[config.mk]
export PLATFORM = sky130hd
export DESIGN_NAME = uart_autobaud_ctrl
export DESIGN_NICKNAME = d
export VERILOG_FILES = /design/src/rtl/uart_pkg.sv /design/src/rtl/uart_edge_sync.sv /design/src/rtl/uart_autobaud_ctrl.sv
export SDC_FILE = /design/constraint.sdc
export NUM_CORES = 1
export LEC_CHECK = 0
export BUFFER_PORTS_ARGS = -buffer_cell sky130_fd_sc_hd__buf_4
export CAP_MARGIN = 10
export CORE_MARGIN = 2
export CORE_UTILIZATION = 25
export CTS_BUF_LIST = sky130_fd_sc_hd__clkbuf_16
export DETAILED_ROUTE_END_ITERATION = 10
export PLACE_DENSITY = 0.49
export SETUP_SLACK_MARGIN = 0.15
export SLEW_MARGIN = 10
export SYNTH_ARGS = -nofsm -noshare
export SYNTH_HDL_FRONTEND = slang
export SYNTH_HIERARCHICAL = 1
export SYNTH_SLANG_ARGS = --single-unit
[constraint.sdc]
create_clock -name CLK -period 23.6 [get_ports CLK]
set_input_delay 1.18 -clock CLK [delete_from_list [all_inputs] [get_ports CLK]]
set_output_delay 1.18 -clock CLK [all_outputs]
set_load 0.02 [all_outputs]
[src/rtl/uart_pkg.sv]
// Shared UART constants and the autobaud controller state encoding.
// Pure declarations: no latency, no flow control.
package uart_pkg;

    localparam int PRESCALER_W       = 21;
    localparam int DEFAULT_PRESCALER = 104;
    localparam int MIN_PRESCALER     = 16;
    localparam int IDLE_CYCLES       = 64;
    localparam int ERR_LIMIT         = 3;

    typedef enum logic [2:0] {
        ST_HUNT       = 3'd0,
        ST_MEASURE    = 3'd1,
        ST_WAIT_RISE  = 3'd2,
        ST_STOP_CHECK = 3'd3,
        ST_LOCKED     = 3'd4
    } state_t;

endpackage

[src/rtl/uart_edge_sync.sv]
// 3-flop RX synchronizer with single-cycle fall/rise strobes on the synchronized line.
// Strobes appear 4 cycles after the pin edge; no backpressure (free-running).
module uart_edge_sync (
    input  logic CLK,
    input  logic rst_n,
    input  logic i_rx,
    output logic o_rx_sync,
    output logic o_fall,
    output logic o_rise
);

    logic [2:0] r_sync;
    logic       r_prev;

    // Reset to the idle (high) level so leaving reset never fakes a start edge.
    always_ff @(posedge CLK) begin
        if (!rst_n) begin
            r_sync <= 3'b111;
            r_prev <= 1'b1;
        end else begin
            r_sync <= {r_sync[1:0], i_rx};
            r_prev <= r_sync[2];
        end
    end

    assign o_rx_sync = r_sync[2];
    assign o_fall    = r_prev & ~r_sync[2];
    assign o_rise    = ~r_prev & r_sync[2];

endmodule

[src/rtl/uart_autobaud_ctrl.sv]
// Measures baud from a 0x55 sync char, programs uart_rx prescaler, holds uart_rx in reset until locked.
// Lock lands ~half a bit into the stop bit; no backpressure, all inputs sampled every cycle.
module uart_autobaud_ctrl #(
    parameter int PRESCALER_W       = 21,
    parameter int DEFAULT_PRESCALER = 104,
    parameter int MIN_PRESCALER     = 16,
    parameter int IDLE_CYCLES       = 64,
    parameter int ERR_LIMIT         = 3
) (
    input  logic                   CLK,
    input  logic                   rst_n,
    input  logic                   RX,
    input  logic                   recal,
    input  logic                   rx_ready,
    input  logic                   framing_error,
    output logic [PRESCALER_W-1:0] prescaler_out,
    output logic                   rx_rst_n,
    output logic                   locked,
    output logic                   calib_done,
    output logic                   calib_fail
);
    import uart_pkg::*;

    localparam int CW = PRESCALER_W + 3;
    localparam int IW = $clog2(IDLE_CYCLES + 1);
    localparam int EW = $clog2(ERR_LIMIT + 1);

    localparam logic [IW-1:0] IDLE_MAX = IW'(IDLE_CYCLES);
    localparam logic [EW-1:0] ERR_LAST = EW'(ERR_LIMIT - 1);
    localparam logic [CW-1:0] CAND_MIN = CW'(MIN_PRESCALER);
    localparam logic [CW-1:0] CAND_MAX = CW'((64'd1 << PRESCALER_W) - 64'd1);

    state_t         r_state;
    logic [CW-1:0]  r_cnt;
    logic [CW-1:0]  r_last;
    logic [CW-1:0]  r_d0;
    logic [CW-1:0]  r_cand;
    logic [CW-1:0]  r_half;
    logic [2:0]     r_edge_n;
    logic [IW-1:0]  r_idle_cnt;
    logic [EW-1:0]  r_err_cnt;
    logic           r_fe_q;

    logic           w_rx_s;
    logic           w_fall;
    logic           w_rise;
    logic [CW-1:0]  w_interval;
    logic [CW-1:0]  w_dev;
    logic           w_out_tol;
    logic           w_cnt_sat;
    logic [CW-1:0]  w_cnt_inc;
    logic           w_cand_bad;
    logic           w_fe_rise;
    logic           w_fail;

    uart_edge_sync u_edge_sync (
        .CLK       (CLK),
        .rst_n     (rst_n),
        .i_rx      (RX),
        .o_rx_sync (w_rx_s),
        .o_fall    (w_fall),
        .o_rise    (w_rise)
    );

    assign w_interval = r_cnt - r_last;
    assign w_dev      = (w_interval > r_d0) ? (w_interval - r_d0) : (r_d0 - w_interval);
    assign w_out_tol  = w_dev > (r_d0 >> 2);
    assign w_cnt_sat  = &r_cnt;
    assign w_cnt_inc  = w_cnt_sat ? r_cnt : r_cnt + 1'b1;
    assign w_cand_bad = (r_cand < CAND_MIN) || (r_cand > CAND_MAX);
    assign w_fe_rise  = framing_error & ~r_fe_q;

    // Every way a calibration attempt can be rejected; recal abandons silently instead.
    always_comb begin
        w_fail = 1'b0;
        if (!recal) begin
            case (r_state)
                ST_MEASURE:    w_fail = w_cnt_sat || (w_fall && (r_edge_n >= 3'd2) && w_out_tol);
                ST_WAIT_RISE:  w_fail = w_cnt_sat;
                ST_STOP_CHECK: w_fail = w_fall || ((r_half == '0) && w_cand_bad);
                default:       w_fail = 1'b0;
            endcase
        end
    end

    always_ff @(posedge CLK) begin
        if (!rst_n) begin
            r_state       <= ST_HUNT;
            r_cnt         <= '0;
            r_last        <= '0;
            r_d0          <= '0;
            r_cand        <= '0;
            r_half        <= '0;
            r_edge_n      <= '0;
            r_idle_cnt    <= '0;
            r_err_cnt     <= '0;
            r_fe_q        <= 1'b0;
            prescaler_out <= PRESCALER_W'(DEFAULT_PRESCALER);
            rx_rst_n      <= 1'b0;
            locked        <= 1'b0;
            calib_done    <= 1'b0;
            calib_fail    <= 1'b0;
        end else begin
            calib_done <= 1'b0;
            calib_fail <= 1'b0;
            r_fe_q     <= framing_error;

            if (recal) begin
                r_state    <= ST_HUNT;
                r_idle_cnt <= '0;
                locked     <= 1'b0;
                rx_rst_n   <= 1'b0;
            end else if (w_fail) begin
                r_state    <= ST_HUNT;
                r_idle_cnt <= '0;
                locked     <= 1'b0;
                rx_rst_n   <= 1'b0;
                calib_fail <= 1'b1;
            end else begin
                case (r_state)
                    ST_HUNT: begin
                        if (!w_rx_s)
                            r_idle_cnt <= '0;
                        else if (r_idle_cnt != IDLE_MAX)
                            r_idle_cnt <= r_idle_cnt + 1'b1;
                        if (w_fall && (r_idle_cnt >= IDLE_MAX)) begin
                            r_cnt    <= CW'(1);
                            r_last   <= '0;
                            r_edge_n <= 3'd1;
                            r_state  <= ST_MEASURE;
                        end
                    end
                    // cnt runs from edge 1, so its value at edge 5 is the 8-bit span.
                    ST_MEASURE: begin
                        r_cnt <= w_cnt_inc;
                        if (w_fall) begin
                            r_edge_n <= r_edge_n + 1'b1;
                            r_last   <= r_cnt;
                            if (r_edge_n == 3'd1)
                                r_d0 <= w_interval;
                            if (r_edge_n == 3'd4) begin
                                r_cand  <= r_cnt >> 3;
                                r_state <= ST_WAIT_RISE;
                            end
                        end
                    end
                    ST_WAIT_RISE: begin
                        r_cnt <= w_cnt_inc;
                        if (w_rise) begin
                            r_half  <= r_cand >> 1;
                            r_state <= ST_STOP_CHECK;
                        end
                    end
                    ST_STOP_CHECK: begin
                        if (r_half == '0) begin
                            prescaler_out <= r_cand[PRESCALER_W-1:0];
                            locked        <= 1'b1;
                            rx_rst_n      <= 1'b1;
                            calib_done    <= 1'b1;
                            r_err_cnt     <= '0;
                            r_state       <= ST_LOCKED;
                        end else begin
                            r_half <= r_half - 1'b1;
                        end
                    end
                    // A good byte proves the rate is still right, so it outranks a new error.
                    ST_LOCKED: begin
                        if (rx_ready) begin
                            r_err_cnt <= '0;
                        end else if (w_fe_rise) begin
                            if (r_err_cnt == ERR_LAST) begin
                                locked     <= 1'b0;
                                rx_rst_n   <= 1'b0;
                                r_idle_cnt <= '0;
                                r_state    <= ST_HUNT;
                            end else begin
                                r_err_cnt <= r_err_cnt + 1'b1;
                            end
                        end
                    end
                    default: r_state <= ST_HUNT;
                endcase
            end
        end
    end

endmodule

Word-level counts from Yosys, hierarchy flattened:

Cells that the tools add are included.

* $add $sub $neg: 8
* order comparisons: 6
* eq/ne operators: 21
* muxes and demuxes: 41
* bitwise gates (word level): 10
* reductions and logical operators: 29

Operators with widths (count)
* 2-to-1 mux 24 bit: 7
* one-hot mux 24 bit (2 select lines): 3
* subtractor 24 bit: 3
* 2-to-1 mux 7 bit: 5
* AND reduction 5 bit: 7
* 2-to-1 mux 3 bit: 9
* adder 24 x 1 -> 24 bit (second input constant): 1
* greater-than comparator 24 x 22 -> 1 bit: 1
* greater-than comparator 24 bit: 1
* logical NOT 24 bit: 1
* AND reduction 24 bit: 1
* subtractor 24 x 1 -> 24 bit (second input constant): 1
* greater-than comparator 21 bit (second input constant): 1
* less-than comparator 21 x 5 -> 1 bit (second input constant): 1
* inequality test 2 bit (second input constant): 9
* one-hot mux 3 bit (5 select lines): 1
* one-hot mux 7 bit (2 select lines): 1
* nonzero test 2 bit: 5
* inequality test 3 bit (second input constant): 3
* 2-to-1 mux 2 bit: 4
* AND reduction 8 bit: 1
* adder 7 x 1 -> 7 bit (second input constant): 1
* >= comparator 7 bit (second input constant): 1
* 2-to-1 mux 1 bit: 7
* other kinds (23): 40

* register bits: 161
* bits of input ports: 6
* output and inout bits: 25
* word-level logic and storage cells: 131

Depth between registers and ports, before layout:

Gate-level depths: netlist (run 1).

* depth in word-level cells: 10
* mapped depth: 41
* gate-level depth less buffers: 36

Cells and area by module:

The synthesis (run 1) kept the hierarchy.

Modules (own cells, without submodules)
* uart_autobaud_ctrl: times used 1, cells an instance 1487, area an instance 11307.1 um^2, seq. area each 3143.0 um^2
* uart_edge_sync: times used 1, cells an instance 10, area an instance 117.6 um^2, seq. area each 80.1 um^2

Worst setup path after synthesis (run 1):

No wires, ideal clock.

* path type: reg-to-reg
* start point: reg r_cnt[0]
* end point: reg r_cnt[22]
* setup time: 70 ps
* arrival time: 8012 ps
* data required time: 23530 ps
* setup slack: 15517 ps
* cell stages (with the launch flop): 38
* buffers on the path: 4
* clock period less this slack: 8083 ps
* path through: dfxtp_1 inv_1 ha_1 inv_1 fa_1 a21oi_1 o221ai_1 a211oi_1 o31ai_1 a31oi_1 nor3_1 nor4_1 o21bai_1 xor2_1 ha_1 a21oi_1 nor2b_1 or3_1 [2 not listed] clkbuf_1 buf_2 buf_1 mux2i_1 xnor2_1 ha_1 a21oi_1 o21ai_0 a221o_1 a211o_1 a221o_1 a21o_1 nor4_4 o211ai_2 or2_4 buf_6 or4_1 a21oi_1

* cells in the longest elaborated chain, start to end: 10
* elaborated cells between the ends (all ways): 17
* classes of those cells: add/sub: 4; order compare: 2; eq/ne: 1; mux: 5; bitwise: 1; reduce/logical: 4

Ends and longest elaborated chain
* start: declaration: line uart_autobaud_ctrl.sv:34 `logic [CW-1:0] r_cnt;`
* start signal: assignment: line uart_autobaud_ctrl.sv:135 `r_cnt <= w_cnt_inc;`
* start signal: assignment: line uart_autobaud_ctrl.sv:148 `r_cnt <= w_cnt_inc;`
* subtractor 24 bit (*): line uart_autobaud_ctrl.sv:65 `assign w_interval = r_cnt - r_last;`
* via w_interval[22]: line uart_autobaud_ctrl.sv:47 `logic [CW-1:0] w_interval;`
* subtractor 24 bit or greater-than comparator 24 bit (tied branches): line uart_autobaud_ctrl.sv:66 `assign w_dev = (w_interval > r_d0) ? (w_interval - r_d0) : (r_d0 - w_interval);`
* 2-to-1 mux 24 bit (*): line uart_autobaud_ctrl.sv:66
* greater-than comparator 24 x 22 -> 1 bit (*): line uart_autobaud_ctrl.sv:67 `assign w_out_tol = w_dev > (r_d0 >> 2);`
* logical AND 1 bit (*): line uart_autobaud_ctrl.sv:78 `ST_MEASURE: w_fail = w_cnt_sat || (w_fall && (r_edge_n >= 3'd2) && w_out_tol);`
* logical OR 1 bit (*): line uart_autobaud_ctrl.sv:78
* one-hot mux 1 bit (3 select lines) (*): line uart_autobaud_ctrl.sv:77 `case (r_state)`
* 2-to-1 mux 1 bit (*): line uart_autobaud_ctrl.sv:76 `if (!recal) begin`
* inverter 1 bit (no source line) (*)
* AND reduction 5 bit (no source line) (*)

The timed path passes the listed nets; every way through them passes the cells marked *. The select of a mux whose other input is x is not followed.
A chain may end at the register's enable or synchronous reset.

Worst setup path after layout (run 1):

* start point: reg r_cnt[0]
* end point: reg r_edge_n[2]

* cells in the longest elaborated chain, start to end: 10
* elaborated cells between the ends (all ways): 13
* classes of those cells: add/sub: 3; order compare: 2; mux: 3; bitwise: 1; reduce/logical: 4

Ends and longest elaborated chain
* subtractor 24 bit (*): line uart_autobaud_ctrl.sv:65
* via w_interval[22]: line uart_autobaud_ctrl.sv:47
* subtractor 24 bit or greater-than comparator 24 bit (tied branches): line uart_autobaud_ctrl.sv:66
* 2-to-1 mux 24 bit (*): line uart_autobaud_ctrl.sv:66
* greater-than comparator 24 x 22 -> 1 bit (*): line uart_autobaud_ctrl.sv:67
* logical AND 1 bit (*): line uart_autobaud_ctrl.sv:78
* logical OR 1 bit (*): line uart_autobaud_ctrl.sv:78
* one-hot mux 1 bit (3 select lines) (*): line uart_autobaud_ctrl.sv:77
* 2-to-1 mux 1 bit (*): line uart_autobaud_ctrl.sv:76
* inverter 1 bit (no source line) (*)
* AND reduction 5 bit (no source line) (*)
* end signal: assignment: line uart_autobaud_ctrl.sv:137 `r_edge_n <= r_edge_n + 1'b1;`
* end: declaration: line uart_autobaud_ctrl.sv:39 `logic [2:0] r_edge_n;`

The timed path passes the listed nets; every way through them passes the cells marked *.

==> results.cfg, run 1 <==
[power]
pwr-share-seq_pct = 48.9
p_int_mw = 0.438
total_power_mw = 0.557
total_leakage_power_nw = 5.17
power.density_nw_per_um2 = 43.8
comb_power_share_pct = 1.6
clockPowerShare_pct = 49.5
switching_share_pct = 21.5
switching_power_mw = 0.120
ir_drop_v = 0.0000466

[drt]
vias = 10300
firstDrtPassIters = 5
wirelength_mm = 32.3
ant_nets = 0
drt_first_iter_violations = 543
wl_per_cell_um = 15.5
post-route-drc-count = 0
vias_per_cell = 4.94

[setup_path]
reg2regPathDepth = 36
slowest_stage = o2111ai_4
crit_buf_inv = 3
criticalPathCategory = flip-flop to flip-flop
r2r-start = r_cnt[0]
path_common_cell = a21o_1
cp_slowest_stage_delay_ps = 640
crit_arrival_ps = 9930
worstPathMaxFanout = 52
regToRegSetupSlack_ps = 13940
start_kind = flip-flop
r2r_end = r_edge_n[2]
required_ps = 23870
crit_family = compound AO/OA/AOI/OAI gates
endpoint_kind = flip-flop

[placed_design]
pre_cts_slack_ps = 13980
gp_congestion = 0.871
numPortBuffers = 30
dpl.hpwl_mm = 24.2

[synthesis]
syn_area_um2 = 11400
synth_seq_area_share_pct = 28.2
synth_flop_cell = dfxtp_1
ys_types = 73
synth_top_area_share_pct = 28.2
synthTopCellsByArea = dfxtp_1 (28%), ha_1 (11%), a21oi_1 (5.7%)
yosysWarnings = 6
synth_async_sr_flop_share_pct = 0
synthCells = 1497
synth_seq_cells = 161
avgSynthCellArea_um2 = 7.63
synth_top_area_cell = dfxtp_1
synth_edf_count = 0
synth_nets = 1607

[finish]
num_antenna_cells = 0
syn2layout_area_growth_pct = 11.4
final_util_pct = 28.1
drive_gt1_share_pct = 7.32
layout.nets = 1587

[floorplanning]
io_pins = 31
die_height_um = 218
coreArea_um2 = 45300
die_w_um = 218
initial_core_util_pct = 25.2
die_area_um2 = 47400
rows = 78

[sta]
max_freq_mhz = 104
period_needed_ps = 9660
clock_skew_ps = 11.1
setup_viol = 0
hold_viol = 0
rsz0062_at_grt = no
tns_ps = 0
relSlewSlack_pct = 27.6
finalMaxSlewViolations = 0
tightest_slew_ps = 1090
fin_crit_sh_pct = 40.9
setup_ws_ps = 13940

[clocking]
cts_resized = 0
post_cts_buffers = 0
insertion_delay_ps = 420
clockRootBuffer = clkbuf_16
cts_tree = done
clock_path_buffers = 2
h-tree-depth = 4
cts.sinks = 161
cts-buffers-inserted = 17
cts.clk_slew.worst_paths_ps = 60
cts_hold_buf = 0

[run]
maxCapViolations = 0

[worst_hold_path]
hold_depth = 1
hold_end = u_edge_sync/r_sync[1]
hold_start = u_edge_sync/r_sync[0]
hp-class = flip-flop to flip-flop

[global_routing]
grt_max_degree = 73
overflow = 0
track_usage_pct = 13.5
grt_pass1_wl_mm = 52.2
antenna_found_initial = 0
grt_pass1_vias = 9619

[outcome]
status = completed
==> cell families after synthesis <==
logic type                 Yosys count  synth area share, %
and+or+nand+nor                    540                 23.1
AOI/OAI and AO/OA                  412                 22.4
buffers and inverters              180                 6.41
DFF                                161                 28.2
adders and majority gates          104                 11.6
muxes                               54                 4.79
xor gates and xnor gates            46                 3.53
==> cell type report <==
class / count / area, um2
flip-flops and latches: 161 / 3220
clock inverters: 14 / 150
clock buffers: 17 / 425
well taps: 600 / 751
fillers: 4997 / 32600
inverters: 99 / 372
multi-input cells: 1156 / 7490
repair buffers: 42 / 315
==> power by group through the flow <==
stage               Combinational, mW  Sequential, mW  Clock, mW
global placement              0.00884           0.279          0
floorplan                     0.00616           0.278          0
detailed placement            0.00892           0.279          0
CTS                           0.00892           0.272      0.284
global route                  0.00986           0.272      0.295
finish                        0.00873           0.273      0.276
==> worst max-delay path by stage <==
stage                         from          end  slack (ps)  depth (start not counted)
after floorplan           r_cnt[0]    r_cnt[22]       15520                         37
after global placement    r_cnt[0]  r_edge_n[2]       14180                         36
after detailed placement  r_cnt[0]  r_edge_n[2]       13980                         36
after CTS                 r_cnt[0]  r_edge_n[2]       13960                         36
after global routing      r_cnt[0]   r_last[20]       13040                         36
final                     r_cnt[0]  r_edge_n[2]       13940                         36
==> per-layer routing <==
layer	routed length, um	global-route usage (%)	vias to the layer above	part of all wire [%]
li1	-	-	5287	-
met1	16500	19.2	4820	51
met2	14600	21.9	180	45
met3	895	1.53	24	2.8
met4	363	3.15	0	1.1
met5	0	0	-	0
==> metrics by stage <==
stage,instances,instance area (um2),hold slack (ps)
after global routing,2089,12700,433
after global placement,2058,12200,388
after CTS,2089,12700,412
after floorplan,1497,11400,386
after detailed placement,2058,12200,396
final,2089,12700,410
==> cell usage in the layout (no fill, tap or decap), drive strengths merged, types with 10 or more instances in the layout <==
cell,Yosys,final
dfxtp,161,161
nor2,154,154
nand2,132,132
a21oi,130,130
o21ai,122,122
ha,101,101
inv,99,101
nand3,83,83
mux2i,49,49
buf,21,42
xnor2,35,35
nand4,24,24
a21o,23,23
and3,23,23
or3,22,22
nor3,21,21
a31oi,18,18
o211ai,18,18
clkbuf,60,17
nor4,17,17
a211oi,15,15
or3b,15,15
nand2b,13,13
xor2,11,11
nor2b,10,10
==> flip-flops by register name (all words and copies together), names as in the netlist <==
| name | flops |
|---|---|
| r_cnt | 24 |
| r_d0 | 24 |
| r_half | 24 |
| r_last | 24 |
| prescaler_out | 21 |
| r_cand | 21 |
| r_idle_cnt | 7 |
| r_edge_n | 3 |
| r_state | 3 |
| u_edge_sync/r_sync | 3 |
| r_err_cnt | 2 |
| calib_done | 1 |
| calib_fail | 1 |
| locked | 1 |
| r_fe_q | 1 |
| u_edge_sync/r_prev | 1 |
==> cell usage after synthesis, types with 13 or more instances <==
| cell | instances |
|---|---|
| nor2_1 | 154 |
| xnor2_1 | 35 |
| nand2b_1 | 13 |
| a21o_1 | 23 |
| inv_1 | 99 |
| nor3_1 | 21 |
| o21ai_0 | 114 |
| ha_1 | 101 |
| dfxtp_1 | 161 |
| nand4_1 | 24 |
| mux2i_1 | 49 |
| or3_1 | 20 |
| clkbuf_1 | 60 |
| nor4_1 | 15 |
| a21oi_1 | 129 |
| and3_1 | 23 |
| a31oi_1 | 18 |
| nand3_1 | 83 |
| nand2_1 | 131 |
| o211ai_1 | 16 |
No activity file was read; power rests on OpenSTA's default activity.
==> run 2: changes to the inputs <==
- PLACE_DENSITY: 0.49 -> 0.5
- clock period: 23.6 -> 8.6 ns (I/O delays scaled with it)
==> run 2 against run 1 <==
Combinational power rose to 2.9 times the previous value; sequential share of layout area fell by 1.4 points; clock power grew to 2.7 times the previous value; setup slack worse by 13000 ps; clock-buffer cell count stayed put; critical path depth is 3 higher; global-route usage grew 0.18 points; power grew to 2.7 times the previous value; critical path type unchanged; clock skew shrank 1.6 ps; via count increased by 2.8%.
==> results.cfg, run 2 (synthesis results as in run 1) <==
[worst_hold_path]
hold_depth = 2
hp-class = input port to flip-flop

[drt]
ant_nets = 0
vias = 10600
firstDrtPassIters = 5
wirelength_mm = 33.0
wl_per_cell_um = 15.3
vias_per_cell = 4.92
post-route-drc-count = 0
drt_first_iter_violations = 570

[clocking]
cts-buffers-inserted = 17
h-tree-depth = 4
cts_tree = done
cts.clk_slew.worst_paths_ps = 60
clock_path_buffers = 2
cts.sinks = 161
insertion_delay_ps = 430
cts_hold_buf = 0
clockRootBuffer = clkbuf_16

[global_routing]
track_usage_pct = 13.7
overflow = 0
antenna_found_initial = 0
grt_pass1_vias = 9980
grt_pass1_wl_mm = 52.8
grt_max_degree = 99

[sta]
max_freq_mhz = 124
setup_ws_ps = 550
hold_viol = 0
relSlewSlack_pct = 32.0
fin_crit_sh_pct = 93.6
rsz0062_at_grt = no
tightest_slew_ps = 1020
setup_viol = 0
finalMaxSlewViolations = 0
clock_skew_ps = 9.49
period_needed_ps = 8050

[floorplanning]
die_height_um = 218
coreArea_um2 = 45300
die_area_um2 = 47400
initial_core_util_pct = 25.2
die_w_um = 218
io_pins = 31
rows = 78

[setup_path]
reg2regPathDepth = 39
criticalPathCategory = flip-flop to flip-flop
path_depth = 39
slowest_stage = or4_1
crit_arrival_ps = 8400
crit_buf_inv = 6
cp_slowest_stage_delay_ps = 500
start_kind = flip-flop
worstPathMaxFanout = 8
crit_family = compound AO/OA/AOI/OAI gates
path_common_cell = buf_4
endpoint_kind = flip-flop
required_ps = 8950

[placed_design]
numPortBuffers = 30
dpl_cell_area_um2 = 12600
pre_cts_slack_ps = -99.7
dpl.hpwl_mm = 24.3
gp_congestion = 0.905

[power]
ir_drop_v = 0.000134
power.density_nw_per_um2 = 114
clockPowerShare_pct = 49.4
comb_power_share_pct = 1.7
total_power_mw = 1.53
p_int_mw = 1.20
total_leakage_power_nw = 5.55
switching_share_pct = 21.4
switching_power_mw = 0.327
pwr-share-seq_pct = 48.9

[finish]
final_cell_mix = dfxtp_1 (161), nor2_1 (152), nand2_1 (131)
postLayoutCellArea_um2 = 13500
layout_commonest_cell = dfxtp_1
num_antenna_cells = 0
syn2layout_area_growth_pct = 17.9
drive_gt1_share_pct = 13.2
layout.nets = 1655

[outcome]
status = completed

[run]
maxCapViolations = 0
## run 2: cell types whose count changed in the layout (fill, tap and decap cells not counted), moves of 3 or more
cell,before,now
a21oi_1,129,120
a21oi_2,1,10
xnor2_1,35,31
buf_4,42,103
buf_12,0,3
xnor2_2,0,4
## run 2: layer usage
layer	global-route usage, %	up-vias	wire, um
li1	-	5436	-
met1	19.2	4925	16700
met2	22.0	194	14700
met3	1.98	46	836
met4	3.76	0	714
met5	0	-	0
## run 2: worst paths after layout
check | slack (ps) | to | from
setup / recovery | 550 | r_cnt[23] | r_last[2]
hold / removal | 190 | u_edge_sync/r_sync[0] | RX
setup reg to reg | 550 | r_cnt[23] | r_last[2]
hold reg to reg | 410 | u_edge_sync/r_sync[1] | u_edge_sync/r_sync[0]
## run 2: stage by stage
| step | setup TNS, ps | hold slack [ps] | std cells | util (%) |
|---|---|---|---|---|
| floorplan | 0 | 386 | 1497 | - |
| global placement | 0 | 391 | 2114 | 27.8 |
| detailed placement | -3140 | 396 | 2114 | 27.8 |
| CTS | 0 | 169 | 2144 | 29.2 |
| global route | 0 | 175 | 2156 | 29.7 |
| finish | 0 | 192 | 2156 | 29.7 |
## run 2: layout make-up
cell class	instances	area, um2
clock inverter	13	148
tap	600	751
clock buffer	17	425
inverter	99	372
sequential	161	3220
timing repair buffer	108	870
multi-input combinational	1158	7680
fill	4951	31800
## run 2: power groups by stage
stage                     combinational [mW]  clock (mW)  sequential (mW)
after floorplan                       0.0169           0            0.764
after global placement                0.0249           0            0.764
after detailed placement              0.0252           0            0.765
after CTS                             0.0254       0.778            0.748
after global routing                  0.0277       0.806            0.747
final                                 0.0252       0.755            0.748
## run 2: timing repair
action / 4_1_cts / 5_1_grt
resized for setup: 4 / 34
buffers inserted: 0 / 9
gates cloned: 0 / 3
pin swaps: 4 / 21
endpoints found under the setup margin: 153 / 155
hold endpoints to repair: 0 / 0
==> run 3: changes to the inputs <==
- PLACE_DENSITY: 0.5 -> 0.49
- clock period: 8.6 -> 10 ns (I/O delays scaled with it)
==> run 3 against run 2 <==
Clock skew is 0.72 ps higher; first-iteration DRC count is 1.9% lower; clock-buffer cell count unchanged; utilization shrank 1.5 points; critical path depth is 1 lower; setup slack improved by 160 ps; sequential power is 14% lower; flip-flop and latch count is the same; design area decreased by 5.0%; critical path type unchanged; critical endpoint is now r_d0[6].
==> results.cfg, run 3 (synthesis results as in run 1) <==
[setup_path]
reg2regPathDepth = 38
required_ps = 10270
crit_arrival_ps = 9560
endpoint_kind = flip-flop
cp_slowest_stage_delay_ps = 400
regToRegSetupSlack_ps = 710
r2r_end = r_d0[6]
path_common_cell = a21o_1
worstPathMaxFanout = 28
r2r-start = r_cnt[0]
criticalPathCategory = flip-flop to flip-flop
slowest_stage = or3_1
start_kind = flip-flop

[drt]
wirelength_mm = 32.2
post-route-drc-count = 0
dr_wl_met2_mm = 14.3
wl_met3_mm = 1.30
vias_per_cell = 5.01
firstDrtPassIters = 5
wirelength_met1_mm = 15.9
ant_nets = 0
wl_per_cell_um = 15.4
vias = 10500
drt_first_iter_violations = 559
top_layer_used = met4

[floorplanning]
io_pins = 31
die_area_um2 = 47400
rows = 78
die_height_um = 218
die_w_um = 218
coreArea_um2 = 45300
initial_core_util_pct = 25.2

[clocking]
post_cts_buffers = 0
cts_hold_buf = 0
cts.clk_slew.worst_paths_ps = 60
insertion_delay_ps = 430
cts.sinks = 161
clock_path_buffers = 2
clockRootBuffer = clkbuf_16
cts-buffers-inserted = 17
cts_resized = 0
h-tree-depth = 4
cts_tree = done

[power]
ir_drop_v = 0.000118
total_leakage_power_nw = 5.18
power.density_nw_per_um2 = 103

[global_routing]
overflow = 0
grt_pass1_wl_mm = 53.9
antenna_found_initial = 0
grt_max_degree = 87
track_usage_pct = 13.8
grt_pass1_vias = 10100

[sta]
relSlewSlack_pct = 35.1
rsz0062_at_grt = no
period_needed_ps = 9290
setup_viol = 0
tns_ps = 0
finalMaxSlewViolations = 0
hold_slack_ps = 256
fin_crit_sh_pct = 92.9
clock_skew_ps = 10.2
hold_viol = 0
tightest_slew_ps = 973
max_freq_mhz = 108

[outcome]
status = completed

[worst_hold_path]
hold_end = u_edge_sync/r_sync[0]
hp-class = input port to flip-flop
hold_start = RX
hold_depth = 2

[finish]
final_cell_mix = dfxtp_1 (161), nor2_1 (154), nand2_1 (131)
layout.nets = 1592
num_antenna_cells = 0
syn2layout_area_growth_pct = 11.9
drive_gt1_share_pct = 7.70
layout_commonest_cell = dfxtp_1

[placed_design]
gp_congestion = 0.913
numPortBuffers = 30
dpl.hpwl_mm = 24.3

[run]
maxCapViolations = 0
run 3: changes by cell type in the layout (fill, tap and decap cells not counted), moves of 4 or more:
cell / change
a21oi_1: +9
a21oi_2: -9
buf_4: -57
xnor2_1: +4
xnor2_2: -4
run 3: report_power, final:
| group | switching, mW | total [mW] | internal (mW) |
|---|---|---|---|
| sequential | 0.000754 | 0.643 | 0.642 |
| combinational | 0.0165 | 0.0210 | 0.00456 |
| clock | 0.264 | 0.650 | 0.386 |
| total | 0.281 | 1.31 | 1.03 |
run 3: per-stage QoR:
| stage | util, % | worst slack (ps) | std cells | cell area, um2 | power [mW] |
|---|---|---|---|---|---|
| 6_report | 28.2 | 708 | 2094 | 12800 | 1.31 |
| 5_1_grt | 28.2 | 170 | 2094 | 12800 | 1.36 |
| 4_1_cts | 28.2 | 552 | 2094 | 12800 | 1.34 |
| 3_5_place_dp | 26.9 | 583 | 2063 | 12200 | 0.679 |
| 3_3_place_gp | 26.9 | 771 | 2063 | 12200 | 0.679 |
| 2_1_floorplan | - | 1920 | 1497 | 11400 | 0.672 |
run 3: final cells by class:
type,instances,area [um2]
inverter,99,372
clock buffer,17,425
multi-input combinational,1156,7500
tap,600,751
sequential,161,3220
clock inverter,14,150
timing repair buffer,47,365
fill,5012,32500
run 3: worst max-delay path: cells and delay by family, from the launching register on:
family,cells,cell delay (ps)
fa+ha+maj,4,1220
xor+xnor,2,440
compound gates,17,3860
simple gates,8,1790
mux,2,590
flops,1,340
buf+inv,5,860
run 3: worst max path at each step:
stage / to / startpoint / depth (start not counted) / slack (ps)
global placement: r_half[0] / r_cnt[0] / 37 / 770
floorplan: r_cnt[22] / r_cnt[0] / 37 / 1920
global route: r_d0[21] / r_cnt[0] / 38 / 170
detailed placement: r_half[0] / r_cnt[0] / 37 / 580
CTS: r_half[0] / r_cnt[0] / 37 / 550
finish: r_d0[6] / r_cnt[0] / 38 / 710
run 3: routing by layer:
metal / up-vias / track usage (%)
li1: 5308 / -
met1: 4918 / 19.3
met2: 232 / 22.0
met3: 36 / 1.84
met4: 0 / 4.29
met5: - / 0
